[src/rtl/memtrace_sched_pkg.sv]
// Purpose: shared types and constants for the memory-trace scheduler.
// Latency: n/a (package only).
// Backpressure: n/a.
package memtrace_sched_pkg;

    typedef enum logic [2:0] {
        ST_HDR   = 3'd0,
        ST_ADDR  = 3'd1,
        ST_DATA  = 3'd2,
        ST_ISSUE = 3'd3,
        ST_DONE  = 3'd4,
        ST_ERR   = 3'd5
    } state_t;

    // Header byte layout: [7] is_write, [6:5] size, [4:3] reserved, [2:0] lane.
    localparam int HDR_WRITE_BIT = 7;
    localparam int HDR_SIZE_MSB  = 6;
    localparam int HDR_SIZE_LSB  = 5;
    localparam int HDR_LANE_MSB  = 2;
    localparam int HDR_LANE_LSB  = 0;

    localparam logic [7:0] END_MARKER = 8'hFF;

    // States in which the block accepts trace bytes.
    function automatic logic is_parse_state(input state_t s);
        return (s == ST_HDR) || (s == ST_ADDR) || (s == ST_DATA);
    endfunction

endpackage

[src/rtl/memtrace_credit.sv]
// Purpose: outstanding-request credit counter for one request lane.
// Latency: count updates on the clock edge after inc/dec; full is a decode of the count.
// Backpressure: full blocks further issues until a dec frees a credit.
// Ports: clock, reset (sync, active-high), inc (request handshaken),
//        dec (completion returned), full (count at limit).
module memtrace_credit #(
    parameter int MAX_OUTSTANDING = 4
) (
    input  logic clock,
    input  logic reset,
    input  logic inc,
    input  logic dec,
    output logic full
);

    localparam int CW = $clog2(MAX_OUTSTANDING + 1);

    logic [CW-1:0] count;

    // Simultaneous inc and dec cancel. A dec at zero is a stray completion and is dropped.
    always_ff @(posedge clock) begin
        if (reset) begin
            count <= '0;
        end else if (inc && !dec) begin
            count <= count + CW'(1);
        end else if (dec && !inc && (count != '0)) begin
            count <= count - CW'(1);
        end
    end

    assign full = (count >= CW'(MAX_OUTSTANDING));

endmodule

[src/rtl/memtrace_sched.sv]
// Purpose: parse byte-serial trace records and dispatch them as requests to credit-throttled lanes.
// Latency: request valid the cycle after the last record byte; next header accepted the cycle after handshake.
// Backpressure: trace_ready drops while a request waits in ISSUE; req_valid is held low while the lane's credit is full.
// Ports: clock, reset (sync, active-high); trace_valid/trace_ready/trace_bits byte stream in;
//        req_valid (one-hot per lane)/req_ready with shared req_is_write, req_size, req_addr, req_data;
//        resp_valid per-lane credit return; done/err sticky status.
// Option: MEMTRACE_SCHED_STATS_EN adds stat_issued and stat_stall counters.
module memtrace_sched
    import memtrace_sched_pkg::*;
#(
    parameter int NUM_LANES       = 4,
    parameter int ADDR_W          = 32,
    parameter int DATA_W          = 32,
    parameter int MAX_OUTSTANDING = 4
) (
    input  logic                 clock,
    input  logic                 reset,
    input  logic                 trace_valid,
    output logic                 trace_ready,
    input  logic [7:0]           trace_bits,
    output logic [NUM_LANES-1:0] req_valid,
    input  logic [NUM_LANES-1:0] req_ready,
    output logic                 req_is_write,
    output logic [1:0]           req_size,
    output logic [ADDR_W-1:0]    req_addr,
    output logic [DATA_W-1:0]    req_data,
    input  logic [NUM_LANES-1:0] resp_valid,
    output logic                 done,
    output logic                 err
`ifdef MEMTRACE_SCHED_STATS_EN
    ,
    output logic [31:0]          stat_issued,
    output logic [31:0]          stat_stall
`endif
);

    localparam int ADDR_BYTES = ADDR_W / 8;
    localparam int DATA_BYTES = DATA_W / 8;
    localparam int MAX_BYTES  = (ADDR_BYTES > DATA_BYTES) ? ADDR_BYTES : DATA_BYTES;
    localparam int CNT_W      = (MAX_BYTES > 1) ? $clog2(MAX_BYTES) : 1;

    state_t               state, state_n;
    logic [CNT_W-1:0]     cnt;
    logic [2:0]           lane;
    logic                 take, hs;
    logic                 addr_last, data_last;
    logic                 hdr_end, hdr_bad;
    logic [NUM_LANES-1:0] full;
    logic [ADDR_W+7:0]    addr_shift;
    logic [DATA_W+7:0]    data_shift;

    assign take      = trace_valid && trace_ready;
    assign hs        = |(req_valid & req_ready);
    assign addr_last = (cnt == CNT_W'(ADDR_BYTES - 1));
    assign data_last = (cnt == CNT_W'(DATA_BYTES - 1));
    assign hdr_end   = (trace_bits == END_MARKER);
    assign hdr_bad   = (int'(trace_bits[HDR_LANE_MSB:HDR_LANE_LSB]) >= NUM_LANES);

    // Little-endian assembly: each new byte enters at the top and earlier bytes
    // shift down, so the first byte ends up in the least significant position.
    assign addr_shift = {trace_bits, req_addr};
    assign data_shift = {trace_bits, req_data};

    always_comb begin
        state_n = state;
        unique case (state)
            ST_HDR: begin
                if (take) begin
                    if (hdr_end)      state_n = ST_DONE;
                    else if (hdr_bad) state_n = ST_ERR;
                    else              state_n = ST_ADDR;
                end
            end
            ST_ADDR: begin
                if (take && addr_last) state_n = req_is_write ? ST_DATA : ST_ISSUE;
            end
            ST_DATA: begin
                if (take && data_last) state_n = ST_ISSUE;
            end
            ST_ISSUE: begin
                if (hs) state_n = ST_HDR;
            end
            default: state_n = state;
        endcase
    end

    always_ff @(posedge clock) begin
        if (reset) begin
            state        <= ST_HDR;
            trace_ready  <= 1'b0;
            cnt          <= '0;
            lane         <= '0;
            req_is_write <= 1'b0;
            req_size     <= '0;
            req_addr     <= '0;
            req_data     <= '0;
        end else begin
            state       <= state_n;
            // Registered so the ready seen by the source is a clean flop output.
            trace_ready <= is_parse_state(state_n);
            if (take) begin
                unique case (state)
                    ST_HDR: begin
                        if (!hdr_end && !hdr_bad) begin
                            cnt          <= '0;
                            req_is_write <= trace_bits[HDR_WRITE_BIT];
                            req_size     <= trace_bits[HDR_SIZE_MSB:HDR_SIZE_LSB];
                            lane         <= trace_bits[HDR_LANE_MSB:HDR_LANE_LSB];
                            // Reads carry no data bytes; clear any previous write data.
                            req_data     <= '0;
                        end
                    end
                    ST_ADDR: begin
                        req_addr <= addr_shift[ADDR_W+7:8];
                        cnt      <= addr_last ? '0 : cnt + CNT_W'(1);
                    end
                    ST_DATA: begin
                        req_data <= data_shift[DATA_W+7:8];
                        cnt      <= data_last ? '0 : cnt + CNT_W'(1);
                    end
                    default: ;
                endcase
            end
        end
    end

    for (genvar i = 0; i < NUM_LANES; i++) begin : g_lane
        assign req_valid[i] = (state == ST_ISSUE) && (int'(lane) == i) && !full[i];

        memtrace_credit #(
            .MAX_OUTSTANDING(MAX_OUTSTANDING)
        ) u_credit (
            .clock (clock),
            .reset (reset),
            .inc   (req_valid[i] && req_ready[i]),
            .dec   (resp_valid[i]),
            .full  (full[i])
        );
    end

    // DONE is only reachable from HDR, so every issued request has already handshaken.
    assign done = (state == ST_DONE);
    assign err  = (state == ST_ERR);

`ifdef MEMTRACE_SCHED_STATS_EN
    always_ff @(posedge clock) begin
        if (reset) begin
            stat_issued <= '0;
            stat_stall  <= '0;
        end else begin
            if (hs) stat_issued <= stat_issued + 32'd1;
            if ((state == ST_ISSUE) && !hs) stat_stall <= stat_stall + 32'd1;
        end
    end
`endif

endmodule

[config.mk]
export PLATFORM = sky130hd
export DESIGN_NAME = memtrace_sched
export DESIGN_NICKNAME = d
export VERILOG_FILES = /design/src/rtl/memtrace_sched_pkg.sv /design/src/rtl/memtrace_credit.sv /design/src/rtl/memtrace_sched.sv
export SDC_FILE = /design/constraint.sdc
export NUM_CORES = 1
export LEC_CHECK = 0
export CAP_MARGIN = 25
export CELL_PAD_IN_SITES_DETAIL_PLACEMENT = 1
export CELL_PAD_IN_SITES_GLOBAL_PLACEMENT = 1
export CORE_AREA = 5 5 128 93
export CTS_CLUSTER_DIAMETER = 40
export DETAILED_ROUTE_END_ITERATION = 10
export DIE_AREA = 0 0 133 98
export PLACE_DENSITY_LB_ADDON = 0.1
export SLEW_MARGIN = 30
export SYNTH_ARGS = -nofsm -noshare
export SYNTH_HDL_FRONTEND = slang
export SYNTH_SLANG_ARGS = --single-unit
export TNS_END_PERCENT = 50
[constraint.sdc]
create_clock -name clock -period 2.4 [get_ports clock]
set_clock_uncertainty 0.05 [all_clocks]
set_input_delay 0.48 -clock clock [delete_from_list [all_inputs] [get_ports clock]]
set_output_delay 0.48 -clock clock [all_outputs]
set_load 0.02 [all_outputs]
==> out/metrics.cfg <==
[synthesis]
ys_ff_latch = 88
dominantRegCellSynth = dfxtp_1
syn_area_per_cell_sq_um = 8.62
seq_area_frac_synth_pct = 48.8
synth-edff-count = 0
synth_fp_nets = 443
synth_cells = 419
synthArstFlopShare_pct = 0
netlist_top_cells_area = dfxtp_1 49%, nand2_1 7.5%, a22oi_1 6.7%
syn-cell-area_sq_mm = 0.00361
synth_cell_types = 51
yosys.area.top_type = dfxtp_1
yosysWarnings = 0
yosys.area.top_type_share_pct = 48.8

[sta]
worst_pin_slew_ps = 398
setup_violations = 0
max_freq_mhz = 435
rsz0062_at_grt = yes
period_needed_ps = 2300
worst_slack_ps = 99.8
finalHoldViolations = 0
post-route-period-util_pct = 95.8
slew_headroom_pct = 72.8
slew_viol_final = 0

[pwr]
p_clk_share_pct = 40.8
intPower_mw = 2.53
power.net_switching_mw = 0.817
p_per_area_mw_per_mm2 = 651
irDropWorstVdd_mv = 0.375
p_leak_nw = 1.80
comb_power_share_pct = 12.4
pwr-share-seq_pct = 46.8
finalPower_mw = 3.35
switching_share_pct = 24.4

[placed_design]
io_buffers = 92
dpl_worst_slack_ps = -248
gp_congestion = 0.803
dp.final_hpwl_microns = 7380

[final_layout]
n_antenna_cell = 0
drive_above_1_share_pct = 12.1
area_delta_synth_final_pct = 42.4
fillers = 1257
final_nets = 549

[setup_path]
cp-start-kind = input port
path_delay_family = simple AND/OR/NAND/NOR gates
slowest_delay_ps = 510
cp.arrival_ps = 2510
timing.rr.start = state[2]$_SDFF_PP0_
required_ps = 2610
crit_chain = clkdlybuf4s50_1, nand4bb_1, nor3_1, inv_1, fa_1, or4_1, a31oi_1
cp-end-kind = flop
r2r_end = g_lane[1].u_credit.count[2]$_SDFFE_PP0P_
reg2reg_depth = 7
cp_max_fo = 2
reg2reg_setup_slack_ps = 100
path_buf_inv = 2
slowest_stage = or4_1
crit_type = input port to flop

[clocking]
cts.sink_count = 88
cts_buffers = 9
cts.reportedPaths.clkPinSlew_ps = 60
cts_tree = done
h-tree-depth = 3
cts-root-buf = clkbuf_16
cts_buffer_depth = 2
insertion_delay_ps = 330

[route]
post_drt_via_cell_ratio = 5.10
wl_per_cell_microns = 16.0
drt_wl_total_microns = 10700
drcViolationCount = 0
vias = 3396
drtIter0Drc = 142
dr.pass1.iters = 5
antenna_left = 0

[run_status]
outcome = finished, final reports clean

[floorplan]
initial_utilization_pct = 33.8
die_h_microns = 98
die_width_microns = 133
design.portCount = 93
die_area_sq_mm = 0.0130
row_count = 32
coreArea_sq_mm = 0.0107

[hold_path]
hold_end = req_addr[0]$_SDFFE_PP0P_
worstHoldStart = req_addr[0]$_SDFFE_PP0P_
holdPathStages = 2
hold_class = flop to flop

[grt]
grt_max_degree = 88
gr-total-overflow = 0
grt_pass1_vias = 3436
antenna_found_initial = 0
grt.total_usage_pct = 16.6
grt_pass1_wl_microns = 17700

[job]
cap_violations = 0

how the worst max path moves through the flow:
stage | endpoint | slack [ps] | cells past startpoint | start
6_report | g_lane[1].u_credit.count[2]$_SDFFE_PP0P_ | 100 | 7 | req_ready[1]
5_1_grt | g_lane[2].u_credit.count[2]$_SDFFE_PP0P_ | -20 | 9 | state[2]$_SDFF_PP0_
4_1_cts | err | 80 | 4 | state[1]$_SDFF_PP0_
3_5_place_dp | g_lane[1].u_credit.count[2]$_SDFFE_PP0P_ | -250 | 7 | req_ready[1]
3_3_place_gp | g_lane[1].u_credit.count[2]$_SDFFE_PP0P_ | -160 | 7 | req_ready[1]
2_1_floorplan | g_lane[0].u_credit.count[2]$_SDFFE_PP0P_ | 230 | 6 | state[0]$_SDFF_PP0_
cell type report:
type | instances | area (sq um) | share of cell area (%)
timing repair buffer | 125 | 1190 | 23.1
clock inverter | 5 | 56.3 | 1.10
clock buffer | 11 | 233 | 4.53
inverter | 9 | 33.8 | 0.657
multi-input combinational | 292 | 1700 | 33.0
sequential | 88 | 1760 | 34.3
tap | 136 | 170 | 3.31
power by group through the flow:
stage	sequential (mW)	clock, mW	combinational [mW]
after floorplan	1.59	0	0.250
after global placement	1.59	0	0.397
after detailed placement	1.60	0	0.415
after CTS	1.57	1.42	0.417
after global routing	1.57	1.48	0.460
final	1.57	1.37	0.414
per-layer routing:
layer,vias up,GRT usage (%),share of wire [%],wire [microns]
li1,1669,-,-,-
met1,1643,23.3,49,5210
met2,74,24.5,44,4650
met3,10,5.51,6.4,686
met4,0,4.39,1.1,112
met5,-,0,0,0
flip-flops by register name (all words and copies together) (netlist names):
| register | cells |
|---|---|
| req_is_write | 1 |
| req_data | 32 |
| g_lane.u_credit.count | 12 |
| state | 3 |
| req_size | 2 |
| lane | 3 |
| cnt | 2 |
| req_addr | 32 |
| trace_ready | 1 |
kinds of logic (layout without fill, tap and decap cells):
family	after synthesis	count (layout)	share of synthesized area [%]
buffers and inverters	39	150	4.33
multiplexers	10	10	3.02
flip-flops	88	88	48.8
AND/OR/NAND/NOR	179	179	24.0
adder cells (fa/ha/maj)	5	5	2.57
XOR/XNOR	2	2	0.485
AO/OA/AOI/OAI	96	96	16.8
cells in the mapped netlist (4+ instances only):
cell and n:
inv_1 8, mux2i_1 6, fa_1 4, a22oi_1 32, nand3_1 5, nand2b_1 7
nand2_1 72, a21oi_1 42, nor3_1 11, o21ai_0 8, nor2_1 48, clkbuf_1 27
nor3b_1 4, dfxtp_1 88
metrics by stage:
stage	hold WS [ps]	cells	area, sq um	util, %	setup TNS (ps)
2_1_floorplan	400	419	3610	-	0
3_3_place_gp	391	650	4860	45.5	-355
3_5_place_dp	399	650	4860	45.5	-681
4_1_cts	409	666	5150	48.2	0
5_1_grt	440	666	5140	48.1	-40.0
6_report	406	666	5140	48.1	0
placed cells by master (no fill, tap or decap), drive strengths merged, types with 2 or more instances in the layout:
cell type	n
nor2b	3
mux2i	6
dfxtp	88
a21oi	42
xnor2	2
clkdlybuf4s50	87
nor4b	2
nand4bb	3
or3	4
nand3	5
buf	34
nand2b	7
nor4	3
a22oi	32
nand2	72
nand4b	2
dlygate4sd2	2
nor3	11
nand4	3
o21ai	8
clkbuf	13
and2	4
or4b	2
fa	4
o31a	2
nor3b	4
inv	10
mux2	4
clkinv	2
nor2	48
a31oi	3
tightest hold or removal path, delay by kind of cell, from the launching register on:
family / cells / cell delay, ps
AOI/OAI and AO/OA: 1 / 50
DFF: 1 / 310
and+or+nand+nor: 1 / 50
repair_timing:
item | in CTS | in global routing
hold buffers | 0 | 0
resized for setup | 4 | 6
buffers inserted | 0 | 0
endpoints found under the setup margin | 4 | 4
(Power assumes the default switching activity.)
